## config.mk

```make
export PLATFORM = sky130hd
export DESIGN_NAME = mux_arb_n
export DESIGN_NICKNAME = d
export VERILOG_FILES = /design/src/rtl/mux_pkg.sv /design/src/rtl/rr_arbiter.sv /design/src/rtl/mux_arb_n.sv
export SDC_FILE = /design/constraint.sdc
export NUM_CORES = 1
export LEC_CHECK = 0
export CAP_MARGIN = 10
export CELL_PAD_IN_SITES_DETAIL_PLACEMENT = 0
export CELL_PAD_IN_SITES_GLOBAL_PLACEMENT = 1
export CORE_ASPECT_RATIO = 0.7
export CORE_MARGIN = 5
export CORE_UTILIZATION = 26
export CTS_BUF_LIST = sky130_fd_sc_hd__clkbuf_4
export DETAILED_ROUTE_END_ITERATION = 6
export GPL_TIMING_DRIVEN = 0
export PLACE_DENSITY = 0.88
export SLEW_MARGIN = 15
export SYNTH_ARGS = -nofsm -noshare
export SYNTH_HDL_FRONTEND = slang
export SYNTH_SLANG_ARGS = --single-unit
```

## constraint.sdc

```tcl
create_clock -name clk -period 4.9 [get_ports clk]
set_clock_uncertainty 0.1 [all_clocks]
set_input_delay 0.98 -clock clk [delete_from_list [all_inputs] [get_ports clk]]
set_output_delay 0.98 -clock clk [all_outputs]
set_load 0.05 [all_outputs]
```

## src/rtl/mux_pkg.sv

```systemverilog
// Shared types and limits for the arbitrated N-channel output multiplexer.
package mux_pkg;

   typedef enum logic {
      ARB_FIXED,
      ARB_RR
   } arb_mode_e;

   localparam int MAX_CH = 16;

endpackage

```

## src/rtl/rr_arbiter.sv

```systemverilog
// Combinational arbiter: picks one requester, either lowest index first or
// starting the search at a rotating pointer.
module rr_arbiter
   import mux_pkg::*;
#(
   parameter int        NUM_CH   = 4,
   parameter arb_mode_e ARB_MODE = ARB_RR,
   localparam int       SEL_W    = $clog2(NUM_CH)
) (
   input  logic [NUM_CH-1:0] req,
   input  logic [SEL_W-1:0]  ptr,
   output logic [NUM_CH-1:0] grant,
   output logic [SEL_W-1:0]  grant_idx,
   output logic              any_req
);

   logic [SEL_W-1:0] start;
   logic             found;

   assign start   = (ARB_MODE == ARB_FIXED) ? '0 : ptr;
   assign any_req = |req;

   // Walk the channels from the start index, wrapping, and keep the first hit.
   always_comb begin
      grant     = '0;
      grant_idx = '0;
      found     = 1'b0;
      for (int off = 0; off < NUM_CH; off++) begin
         int idx;
         idx = int'(start) + off;
         if (idx >= NUM_CH) idx = idx - NUM_CH;
         if (!found && req[idx]) begin
            grant[idx] = 1'b1;
            grant_idx  = SEL_W'(idx);
            found      = 1'b1;
         end
      end
   end

endmodule

```

## src/rtl/mux_arb_n.sv

```systemverilog
// N-channel valid/ready multiplexer with internal arbitration and a single
// registered output stage that can load a new word while the old one drains.
module mux_arb_n
   import mux_pkg::*;
#(
   parameter int        BUS_WIDTH = 32,
   parameter int        NUM_CH    = 4,
   parameter arb_mode_e ARB_MODE  = ARB_RR,
   localparam int       SEL_W     = $clog2(NUM_CH)
) (
   input  logic                        clk,
   input  logic                        rst_n,
   input  logic [NUM_CH*BUS_WIDTH-1:0] in_data,
   input  logic [NUM_CH-1:0]           in_valid,
   output logic [NUM_CH-1:0]           in_ready,
   output logic [BUS_WIDTH-1:0]        out_data,
   output logic                        out_valid,
   output logic [SEL_W-1:0]            out_sel,
   input  logic                        out_ready
);

   if (NUM_CH < 2 || NUM_CH > MAX_CH) begin : g_bad_num_ch
      $error("mux_arb_n: NUM_CH must lie in 2..%0d", MAX_CH);
   end

   logic [SEL_W-1:0]     ptr;
   logic [NUM_CH-1:0]    grant;
   logic [SEL_W-1:0]     grant_idx;
   logic                 any_req;
   logic                 free;
   logic [BUS_WIDTH-1:0] win_data;

   rr_arbiter #(
      .NUM_CH   (NUM_CH),
      .ARB_MODE (ARB_MODE)
   ) u_arb (
      .req       (in_valid),
      .ptr       (ptr),
      .grant     (grant),
      .grant_idx (grant_idx),
      .any_req   (any_req)
   );

   assign free     = !out_valid || out_ready;
   assign in_ready = (free && rst_n) ? grant : '0;

   // One-hot AND-OR select avoids a variable part-select on the wide bus.
   always_comb begin
      win_data = '0;
      for (int k = 0; k < NUM_CH; k++) begin
         if (grant[k]) win_data = win_data | in_data[k*BUS_WIDTH +: BUS_WIDTH];
      end
   end

   always_ff @(posedge clk or negedge rst_n) begin
      if (!rst_n) begin
         out_data  <= '0;
         out_valid <= 1'b0;
         out_sel   <= '0;
         ptr       <= '0;
      end else if (free) begin
         if (any_req) begin
            out_data  <= win_data;
            out_sel   <= grant_idx;
            out_valid <= 1'b1;
            ptr       <= (grant_idx == SEL_W'(NUM_CH - 1)) ? '0 : grant_idx + SEL_W'(1);
         end else begin
            out_valid <= 1'b0;
         end
      end
   end

endmodule

```

======== Word level (Yosys, flattened, before mapping) ========
Cells that the tools add are included.
Widths: inputs -> output; s select.
cells by class
  add/subtract/negate cells ............... 8
  $lt $le $gt $ge ......................... 12
  equal/unequal tests ..................... 1
  mux-type cells .......................... 42
  bitwise gates (word level) .............. 6
  reductions and logical operators ........ 15
operators with widths
  operator               count
  $mux 32                8
  $ge 32x1->1 const B    4
  $lt 32x4->1 const B    4
  $ge 32x4->1 const B    3
  $or 32x32->32          3
  $sub 32x4->32 const B  3
  $mux 4                 5
  $mux 1                 16
  $or 4x4->4             3
  $mux 2                 5
  $bmux 1 s2             4
  $demux 1 s2            4
  $logic_and 1x1->1      8
  $add 2x2->3 const B    2
  $logic_not 1->1        4
  $reduce_or 4->1        1
  $sub 2x3->4 const B    1
  $add 2x1->3 const B    1
  $ge 2x3->1 const B     1
  $add 2x1->2 const B    1
  $eq 2x2->1 const B     1
  $reduce_and 2->1       1
  $logic_or 1x1->1       1
storage, ports and cells
  register bits after elaboration ......... 37
  input port bits ......................... 135
  output and inout port bits .............. 39
  word-level logic and storage cells ...... 88

======== Logic depth before layout (Yosys ltp) ========
Gate-level depths: netlist of the first run.
  depth after elaboration ................. 22
  mapped depth ............................ 11
  depth with buffers taken out ............ 8

======== Modules after synthesis ========
From an unflattened synthesis of the first run, not the netlist that was laid out.
unflattened totals
  cells, all modules ...................... 256
  area, all modules ....................... 2524.9 um^2
modules (own cells, without submodules)
  module      instances  cells an instance  area each (um^2)
  mux_arb_n   1          206                2060.7
  rr_arbiter  1          50                 464.2

======== Worst setup path before layout of the first run ========
OpenSTA, ideal clock, no wires.
  path kind ............................... input to output
  start ................................... input in_valid[0]
  end ..................................... output in_ready[0]
  data arrival time ....................... 3.310 ns
  required time ........................... 3.820 ns
  setup slack ............................. 0.510 ns
  stages on the path ...................... 7
  cells stage by stage .................... buf_2 > mux4_2 > or3b_4 > o221ai_2 > a21o_4 > buf_12 > nor2b_1
on the way
  word-level cells in the longest chain between the ends .. 14
  elaborated cells between the ends (all ways) .. 29
ends and longest elaborated chain
  what                                       line              RTL
  start, declared                            mux_arb_n.sv:14   input logic [NUM_CH-1:0] in_valid,
  $bmux 1 s2                                 rr_arbiter.sv:32  if (!found && req[idx]) begin
  $mux 1 (not written as such) (2 in a row)  rr_arbiter.sv:32
  $mux 1                                     rr_arbiter.sv:32
  $logic_not 1->1                            rr_arbiter.sv:32
  $logic_and 1x1->1                          rr_arbiter.sv:32
  $mux 1                                     rr_arbiter.sv:32
  $logic_not 1->1                            rr_arbiter.sv:32
  $logic_and 1x1->1                          rr_arbiter.sv:32
  $mux 1                                     rr_arbiter.sv:32
  $logic_not 1->1                            rr_arbiter.sv:32
  $logic_and 1x1->1                          rr_arbiter.sv:32
  $mux 4 (*)                                 rr_arbiter.sv:32
  $mux 4 (*)                                 mux_arb_n.sv:45   assign in_ready = (free && rst_n) ? grant : '0;
  end, declared                              mux_arb_n.sv:15   output logic [NUM_CH-1:0] in_ready,
Every way passes the cells marked *; elsewhere a longest branch is shown, timed or not. The select of a mux whose other input is x is not followed.

======== Final worst setup path of the first run ========
  start ................................... input in_valid[2]
  end ..................................... output in_ready[3]
Same word-level chain as after synthesis.

==> key figures, run 1 <==
Drt
  • WL met2: approximately 5.2 mm
  • Post-route ant nets: 0
  • Vias: 2888
  • Via-per-instance ratio: 5.06
  • Pre-Repair DR Iteration Count: 4
  • DRT Wirelength: 11.0 mm
  • Met3 wire length: roughly 990 µm
  • DRT iter0 DRCs: between 100 and 150
  • Routed length on met1: around 4.8 mm
  • Highest routed layer: met4
  • DRC Markers: 0
  • WL/cell: 19.3 µm

Clock tree
  • CTS HTree Levels: 2
  • TritonCTS clock tree: yes
  • Root buffer cell: clkbuf_4
  • Clk_lat worst skew: between 300 and 400 ps
  • CTS Hold Bufs: 0
  • TritonCTS sink count: 37
  • Reg clk slew, reported paths: roughly 100 ps
  • Longest Clk Path Bufs: 2
  • Cts bufs inserted: 5

Logic synthesis
  • Mapped Nets: between 400 and 500
  • Post-synthesis sequential element count: 37
  • Library cells used by synthesis: 33
  • Sequential fraction of the synthesis area: a little over a third
  • Synthesized area: around 2600 µm²
  • Cells after Synth: around 260
  • Synthesized area per cell: approximately 10 µm²
  • Synthesis warning total: 0

Pwr
  • P_leak: approximately 1.7 nW
  • Max VDD drop: between 0.2 and 0.3 mV
  • Switching Share: 50.9%
  • Tot Pwr: 3.38 mW
  • Sequential group share of total power: 16.4%
  • Sw power: around 1.7 mW
  • P per Cell Area: 733 nW/µm²
  • Clk network pwr share: around 6.5%
  • Internal power: around 1.7 mW
  • Comb pwr share: between 70% and 80%

Die
  • Die area: 12300 µm²
  • Die width: 131 µm
  • # IOs: between 150 and 200
  • Core Area: between 9000 and 10000 µm²
  • Die Y: around 94 µm
  • # rows: 30
  • Initial Util: between 20% and 30%

Finish
  • Commonest non-fill, non-tap cells in the layout: clkdlybuf4s50_1, a22oi_1, nor2_1, dfrtp_1, a31oi_1
  • Fin util: between 40% and 50%
  • Layout net count: 581
  • Syn-to-layout area delta: 74.5%
  • Commonest non-fill, non-tap cell in the layout: clkdlybuf4s50_1
  • Share of layout cells above drive strength 1: 16.5%
  • # diodes: 0

Timing
  • Fmax: ~0.22 GHz
  • Final Max Slew Viols: 0
  • Final hold viol count: 0
  • Final setup fails: 0
  • RSZ-0062 raised after global routing: no
  • Tmin final: around 4600 ps
  • Fin Setup TNS: 0 ps
  • Slew at the pin with the worst max-slew slack: 636 ps
  • Period utilisation layout: between 90% and 100%
  • Max-slew headroom: 57.6%

Worst setup path
  • Critical Path End Type: primary output
  • Worst reg-to-reg path cell count: 11
  • Crit path max fanout: 10
  • Crit path launch: in_valid[2]
  • Crit path cell chain: clkdlybuf4s50_1, buf_6, mux4_2, or3b_4, o221ai_2, a21o_4, buf_6, nor2b_1, buf_2
  • Critical Path AT: 3550 ps
  • Flop2flop setup slack: 1620 ps
  • Crit Reg-Reg Endpoint: out_data[16]
  • Type of origin of the critical path: input port
  • Worst setup path category: input port to primary output
  • Crit path top cell by count: buf_6
  • Bufs and invs on worst path: 4
  • Family with the most delay on the worst path: buffers and inverters
  • Critical Path RT: approximately 3800 ps
  • Worst path max stage delay: around 540 ps
  • Crit path max-delay cell type: mux4_2

Place
  • Routability Congestion: between 0.8 and 0.9
  • I/O Buffers: 171
  • Post-DP HPWL: 8.81 mm

Global route
  • GRT Total Usage: 16.9%
  • First-pass GRT wire length: around 16 mm
  • Initial antenna violation count: 0
  • Total congestion overflow: 0
  • Largest net degree at the start of global routing: 21
  • Vias in the first global route: between 3000 and 4000

Worst hold path
  • Worst Hold End: out_sel[1]
  • Hold Startpoint: out_sel[1]
  • Hold Path Class: flop to flop
  • Hold Crit Depth: 2

Flow run
  • Max-Cap Viols: 0

Run status
  • Status: complete, no violations
final cells by class:
type	count	area, µm²
buffer	25	218
tap	128	160
clock inverter	2	33.8
inverter	9	33.8
multi-input combinational	191	1480
clock buffer	6	45.0
fill	971	5220
timing repair buffer	173	1720
sequential	37	927
metal layers:
metal | up-vias | GRT usage (%)
met2 | 130 | 28.2
met5 | - | 0
met4 | 0 | 2.40
li1 | 1378 | -
met1 | 1376 | 22.9
met3 | 4 | 3.90
kinds of logic (layout without fill, tap and decap cells):
group,count (synthesis),in the layout,share of synthesized area (%)
compound gates,117,117,38.6
simple gates,63,63,10.5
flops,37,37,35.0
buf+inv,34,215,9.50
mux,6,6,4.16
fa+ha+maj,4,4,1.89
xor+xnor,1,1,0.331
Yosys cell counts (all sizes together):
master | count | area share, %
a22oi | 64 | 23
dfrtp | 37 | 35
nor2 | 36 | 5.1
a31oi | 33 | 7.8
buf | 18 | 7.2
nand2 | 15 | 2.1
inv | 9 | 1.3
clkbuf | 7 | 0.99
a21o | 6 | 2.8
nor2b | 5 | 1.2
ha | 4 | 1.9
mux4 | 4 | 3.4
o221ai | 4 | 2.3
a21oi | 3 | 0.57
a32oi | 2 | 0.66
mux2i | 2 | 0.76
o21ai | 2 | 0.38
a221o | 1 | 0.38
a221oi | 1 | 0.33
nand2b | 1 | 0.24
nand3 | 1 | 0.19
nand4 | 1 | 0.24
nor3b | 1 | 0.47
nor4 | 1 | 0.24
nor4b | 1 | 0.33
o21bai | 1 | 0.28
or3b | 1 | 0.43
xnor2 | 1 | 0.33
flip-flops by register name, summed over array words and instances, names as in the netlist, named ones only:
name	flops
ptr	1
out_valid	1
out_sel	2
out_data	32
what timing repair did:
action / in CTS / in global routing
gates resized for setup: 15 / 8
buffers inserted: 0 / 1
endpoints found under the setup margin: 4 / 4
worst reg2reg max path: cells and delay by family, from the launching register on:
| family | cells | cell delay (ps) |
|---|---|---|
| flip-flops | 1 | 420 |
| AO/OA/AOI/OAI | 4 | 660 |
| AND/OR/NAND/NOR | 1 | 470 |
| adder cells (fa/ha/maj) | 1 | 330 |
| buffers and inverters | 4 | 670 |
| multiplexers | 1 | 570 |
worst max path at each step:
| stage | endpoint | slack [ps] | cells past startpoint |
|---|---|---|---|
| 5_1_grt | in_ready[1] | 50 | 11 |
| 3_3_place_gp | in_ready[1] | -420 | 4 |
| 3_5_place_dp | in_ready[1] | -430 | 8 |
| 4_1_cts | in_ready[0] | 20 | 11 |
| 2_1_floorplan | in_ready[0] | 510 | 7 |
| 6_report | in_ready[3] | 270 | 9 |
power by group through the flow:
stage	logic, mW	registers (mW)	clock network, mW
finish	2.61	0.556	0.220
global route	2.78	0.578	0.240
CTS	2.63	0.556	0.232
detailed placement	2.62	0.562	0
global placement	2.59	0.551	0
floorplan	1.32	1.06	0
stage by stage:
step	instance area, µm²	setup WS [ps]	hold WS [ps]	cells
global placement	4520	-416	380	561
finish	4620	268	410	571
global route	4620	45.5	414	571
detailed placement	4540	-430	367	562
CTS	4620	17.9	404	570
floorplan	2650	510	540	262
Power figures use the tool's default switching activity.
==> run 2, diff against run 1 <==
--- a/constraint.sdc
+++ b/constraint.sdc
@@ -4,2 +4,2 @@
 set_output_delay 0.98 -clock clk [all_outputs]
-set_load 0.05 [all_outputs]
+set_load 0.005 [all_outputs]
==> run 2 against run 1 <==
Combinational power down 17%. Flip-flop and latch count unchanged. Worst hold slack about the same. Critical endpoint is now in_ready[0]. Worst setup slack worse by 140 ps. Global-route usage about the same.
==> key figures, run 2 (same netlist as run 1, synthesis figures left out) <==
Run status
  • Status: complete, no violations

Clock tree
  • CTS HTree Levels: 2 (unchanged)
  • Root buffer cell: clkbuf_4
  • Longest Clk Path Bufs: 2 (unchanged)
  • Cts bufs inserted: 5 (unchanged)
  • TritonCTS clock tree: yes
  • Clk_lat worst skew: 320 ps (about the same)
  • CTS Hold Bufs: 0 (unchanged)
  • TritonCTS sink count: 37 (unchanged)
  • Reg clk slew, reported paths: 100 ps (about the same)

Finish
  • Multi-input gate area: 1480 µm² (+0.17%)
  • # fillers: 977 (+0.62%)
  • Top flop regs: out_data: 32 flops, out_sel: 2 flops
  • Share of layout cells above drive strength 1: 17.1% (+0.59 points)
  • # diodes: 0 (unchanged)
  • Syn-to-layout area delta: 77.6%
  • Most flops, register: out_data
  • Commonest non-fill, non-tap cell in the layout: clkdlybuf4s50_1
  • Layout net count: 589 (+1.4%)
  • Reg area: 926 µm² (-0.13%)
  • Largest register FFs: 32 (unchanged)
  • Commonest non-fill, non-tap cells in the layout: clkdlybuf4s50_1, a22oi_1, dfrtp_1

Pwr
  • Sw power: 1.20 mW (-30%)
  • Tot Pwr: 2.93 mW (-13%)
  • Max VDD drop: 0.234 mV (-20%)
  • Switching Share: 41.0% (-9.8 points)
  • Clk network pwr share: 7.5% (+1.0 points)
  • P_leak: 1.77 nW (+2.1%)
  • Comb pwr share: 73.6% (-3.5 points)
  • Internal power: 1.73 mW (+3.9%)
  • Sequential group share of total power: 18.8% (+2.4 points)
  • P per Cell Area: 623 nW/µm² (-15%)

Worst hold path
  • Hold Path Class: flop to flop
  • Hold Crit Depth: 2 (unchanged)
  • Worst Hold End: out_sel[1]
  • Hold Startpoint: out_sel[1]

Die
  • Initial Util: 26.9% (unchanged)
  • Core Area: 9830 µm² (unchanged)
  • Die width: 131 µm (unchanged)
  • Die area: 12300 µm² (unchanged)
  • Die Y: 94.4 µm (unchanged)
  • # rows: 30 (unchanged)
  • # IOs: 174 (unchanged)

Timing
  • Final setup fails: 0 (unchanged)
  • Final Max Slew Viols: 0 (unchanged)
  • RSZ-0062 raised after global routing: no
  • Final setup margin: 131 ps (-137 ps)
  • Final hold viol count: 0 (unchanged)
  • Period utilisation layout: 97.3% (+2.8 points)
  • Max-slew headroom: 57.0% (-0.59 points)
  • Tmin final: 4770 ps (+137 ps)
  • Worst hold slack: 409 ps (-0.275 ps)
  • Fmax: 0.210 GHz (-2.9%)
  • Slew at the pin with the worst max-slew slack: 645 ps (+8.89 ps)

Worst setup path
  • Crit path max fanout: 10 (unchanged)
  • Crit Reg-Reg Endpoint: out_data[7]
  • Type of origin of the critical path: input port
  • Critical Path End Type: primary output
  • Critical Path RT: 3820 ps (about the same)
  • Worst reg-to-reg path cell count: 11 (unchanged)
  • Worst setup path category: input port to primary output
  • Flop2flop setup slack: 1670 ps (+50 ps)
  • Critical Path AT: 3690 ps (+140 ps)

Global route
  • Vias in the first global route: 3037 (+0.33%)
  • Largest net degree at the start of global routing: 21 (unchanged)
  • Total congestion overflow: 0 (unchanged)
  • GRT Total Usage: 16.9% (-0.024 points)
  • First-pass GRT wire length: 16.3 mm (about the same)
  • Initial antenna violation count: 0 (unchanged)

Drt
  • Vias: 2933 (+1.6%)
  • Post-route ant nets: 0 (unchanged)
  • DRT Wirelength: 11.1 mm (+0.31%)
  • DRT iter0 DRCs: 140 (+17%)
  • Via-per-instance ratio: 5.07 (+0.15%)
  • DRC Markers: 0 (unchanged)
  • WL/cell: 19.1 µm (-1.1%)
  • Pre-Repair DR Iteration Count: 4 (unchanged)

Place
  • Post-DP HPWL: 8.81 mm (unchanged)
  • Pre-CTS setup slack: -129 ps (+301 ps)
  • I/O Buffers: 171 (unchanged)
  • Routability Congestion: 0.819 (unchanged)

Flow run
  • Max-Cap Viols: 0 (unchanged)
## run 2: changes by cell type in the layout (fill, tap and decap cells not counted)
cell | previous run | this run
buf_4 | 6 | 13
clkdlybuf4s50_1 | 166 | 170
buf_2 | 7 | 4
buf_6 | 7 | 8
clkbuf_4 | 7 | 6
dfrtp_1 | 36 | 37
dfrtp_2 | 1 | 0
nor2b_1 | 5 | 4
nor2b_2 | 0 | 1
## run 2: metrics by stage
step / TNS (ps) / util, % / instances / cell area (µm²)
floorplan: 0 / - / 262 / 2650
global placement: -384 / 45.9 / 561 / 4520
detailed placement: -347 / 46.2 / 562 / 4540
CTS: 0 / 47.3 / 573 / 4650
global route: 0 / 47.8 / 579 / 4700
finish: 0 / 47.8 / 579 / 4700
## run 2: metal layers
metal / routed length [µm] / share of wire, % / global-route usage [%]
met5: 0 / 0 / 0
met3: 990 / 8.9 / 3.96
met1: 4890 / 44 / 23.0
met2: 5120 / 46 / 28.0
met4: 72 / 0.65 / 2.40
## run 2: power by group through the flow
stage,sequential [mW],combinational (mW),clock (mW)
floorplan,0.564,1.30,0
global placement,0.551,2.06,0
detailed placement,0.562,2.09,0
CTS,0.551,2.12,0.232
global route,0.573,2.33,0.240
finish,0.552,2.16,0.220
## run 2: critical path, stage by stage
cell and delay [ps]:
clkdlybuf4s50_1 440, buf_6 150, mux4_2 530, or3b_4 470, o221ai_2 190, a21o_4 140, buf_12 140, nor2b_1 130
clkdlybuf4s50_1 520
## run 2: layout make-up
cell class,instances,area share (%)
timing repair buffer,183,38.7
sequential,37,19.7
inverter,9,0.719
clock inverter,2,0.719
clock buffer,6,0.958
tap,128,3.41
buffer,23,4.39
multi-input combinational,191,31.4
## run 2: worst max path at each step
stage,slack [ps],end,from,depth (start not counted)
4_1_cts,20,in_ready[0],in_valid[2],9
5_1_grt,30,in_ready[3],flop,11
3_3_place_gp,-120,in_ready[1],rst_n,4
6_report,130,in_ready[0],in_valid[2],9
2_1_floorplan,1090,in_ready[0],in_valid[0],7
3_5_place_dp,-130,in_ready[1],in_valid[1],8
## run 2: repair_timing
item	in CTS	in global routing
resized for setup	1	2
endpoints found under the setup margin	4	4
setup buffers	4	7
pin swaps	0	0
==> run 3, diff against run 2 <==
- TNS_END_PERCENT: unset -> 1
==> run 3 against run 2 <==
Worst hold slack better by 0.55 ps. First-iteration DRC count fell by 13%. Routed wire length barely moved. Highest routed layer unchanged. Cell area shrank 0.19%. Cell count decreased by 0.35%.
==> key figures, run 3 (same netlist as run 1, synthesis figures left out) <==
Finish
  • Top flop regs: out_data: 32 flops, out_sel: 2 flops
  • Commonest non-fill, non-tap cell in the layout: clkdlybuf4s50_1
  • Largest register FFs: 32 (unchanged)
  • Syn-to-layout area delta: 77.3%
  • Share of layout cells above drive strength 1: 16.7% (-0.37 points)
  • # diodes: 0 (unchanged)
  • Layout net count: 587 (-0.34%)
  • Final Cell Area: 4690 µm² (-0.19%)
  • Most flops, register: out_data
  • Fin cells: 577 (-0.35%)
  • Commonest non-fill, non-tap cells in the layout: clkdlybuf4s50_1, a22oi_1, dfrtp_1

Drt
  • DRC Markers: 0 (unchanged)
  • DRT iter0 DRCs: 122 (-13%)
  • Vias: 2908 (-0.85%)
  • Pre-Repair DR Iteration Count: 4 (unchanged)
  • Via-per-instance ratio: 5.04 (-0.51%)
  • WL/cell: 19.2 µm (+0.36%)
  • DRT Wirelength: 11.1 mm (about the same)
  • Post-route ant nets: 0 (unchanged)

Clock tree
  • Cts bufs inserted: 5 (unchanged)
  • TritonCTS clock tree: yes
  • Longest Clk Path Bufs: 2 (unchanged)
  • Clk_lat worst skew: 320 ps (about the same)
  • TritonCTS sink count: 37 (unchanged)
  • Root buffer cell: clkbuf_4
  • Reg clk slew, reported paths: 100 ps (about the same)
  • CTS HTree Levels: 2 (unchanged)

Place
  • Pre-CTS setup slack: -129 ps (unchanged)
  • Post-DP HPWL: 8.81 mm (unchanged)
  • I/O Buffers: 171 (unchanged)
  • Area post-placement: 4540 µm² (unchanged)
  • Placed cells: 562 (unchanged)
  • Routability Congestion: 0.819 (unchanged)

Timing
  • Slew at the pin with the worst max-slew slack: 656 ps (+11.3 ps)
  • Max-slew headroom: 56.2% (-0.75 points)
  • Period utilisation layout: 97.4% (+0.11 points)
  • Fmax: 0.209 GHz (-0.11%)
  • Final Max Slew Viols: 0 (unchanged)
  • Tmin final: 4770 ps (+5.48 ps)
  • Worst hold slack: 410 ps (+0.548 ps)
  • RSZ-0062 raised after global routing: no
  • Final setup fails: 0 (unchanged)
  • Final hold viol count: 0 (unchanged)
  • Final setup margin: 126 ps (-5.48 ps)

Global route
  • Vias in the first global route: 3037 (unchanged)
  • Total congestion overflow: 0 (unchanged)
  • Largest net degree at the start of global routing: 21 (unchanged)
  • Initial antenna violation count: 0 (unchanged)
  • GRT Total Usage: 16.9% (unchanged)
  • First-pass GRT wire length: 16.3 mm (unchanged)

Worst setup path
  • Critical Path End Type: primary output
  • Crit path launch: in_valid[2]
  • Worst setup path category: input port to primary output
  • Critical Path RT: 3820 ps (about the same)
  • Critical Path AT: 3690 ps (about the same)
  • Crit path max fanout: 10 (unchanged)
  • Type of origin of the critical path: input port

Pwr
  • P per Cell Area: 622 nW/µm² (-0.19%)
  • Max VDD drop: 0.232 mV (-0.79%)
  • Tot Pwr: 2.92 mW (-0.38%)
  • P_leak: 1.77 nW (+0.47%)

Flow run
  • Max-Cap Viols: 0 (unchanged)

Worst hold path
  • Hold Path Class: flop to flop
  • Hold Startpoint: out_sel[1]

Die
  • Initial Util: 26.9% (unchanged)
  • Die width: 131 µm (unchanged)
  • # rows: 30 (unchanged)
  • Die Y: 94.4 µm (unchanged)
  • # IOs: 174 (unchanged)
  • Die area: 12300 µm² (unchanged)
  • Core Area: 9830 µm² (unchanged)

Run status
  • Status: complete, no violations
-- run 3: changes by cell type in the layout (fill, tap and decap cells not counted), sizes merged --
cell,previous run,this run
buf,29,27
clkdlybuf4s50,170,169
dlymetal6s2s,0,1
-- run 3: critical path: stages --
cell	delay (ps)
clkdlybuf4s50_1	440
buf_6	150
mux4_2	530
or3b_4	470
o221ai_2	190
a21o_4	160
buf_6	150
nor2b_1	130
clkdlybuf4s50_1	510
-- run 3: final timing paths --
kind,to,slack [ps],cells after the start
max,in_ready[2],130,9
min,out_sel[1],410,2
max reg2reg,out_data[7],1640,11
min reg2reg,out_sel[1],410,2
max in group asynchronous,out_valid,3720,2
min in group asynchronous,out_data[15],490,1
-- run 3: layout make-up --
| cell class | instances | area (µm²) |
|---|---|---|
| Clock buffer | 6 | 45.0 |
| Clock inverter | 2 | 33.8 |
| Inverter | 9 | 33.8 |
| Fill cell | 976 | 5140 |
| Multi-Input combinational cell | 191 | 1480 |
| Timing Repair Buffer | 180 | 1800 |
| Sequential cell | 37 | 926 |
| Tap cell | 128 | 160 |
| Buffer | 24 | 218 |
-- run 3: power by group --
group / internal (mW) / switching [mW]
Sequential: 0.462 / 0.0903
Combinational: 1.14 / 1.00
Clock: 0.112 / 0.108
Total: 1.71 / 1.20
-- run 3: metrics by stage --
step	TNS, ps	utilization, %
floorplan	0	-
global placement	-384	45.9
detailed placement	-347	46.2
CTS	0	47.3
global route	0	47.7
finish	0	47.7
-- run 3: repair_timing --
item / 4_1_cts / 5_1_grt
hold buffers: 0 / 0
resized for setup: 1 / 4
endpoints found under the setup margin: 4 / 4
pin swaps: 0 / 0
buffers inserted: 4 / 4
gates cloned: 0 / 0
-- run 3: per-layer routing --
layer,share of wire [%],GRT usage [%],up-vias
met2,46,28.0,118
met5,0,0,-
met3,8.0,3.96,4
met4,0.65,2.40,0
met1,45,23.0,1400
li1,-,-,1386
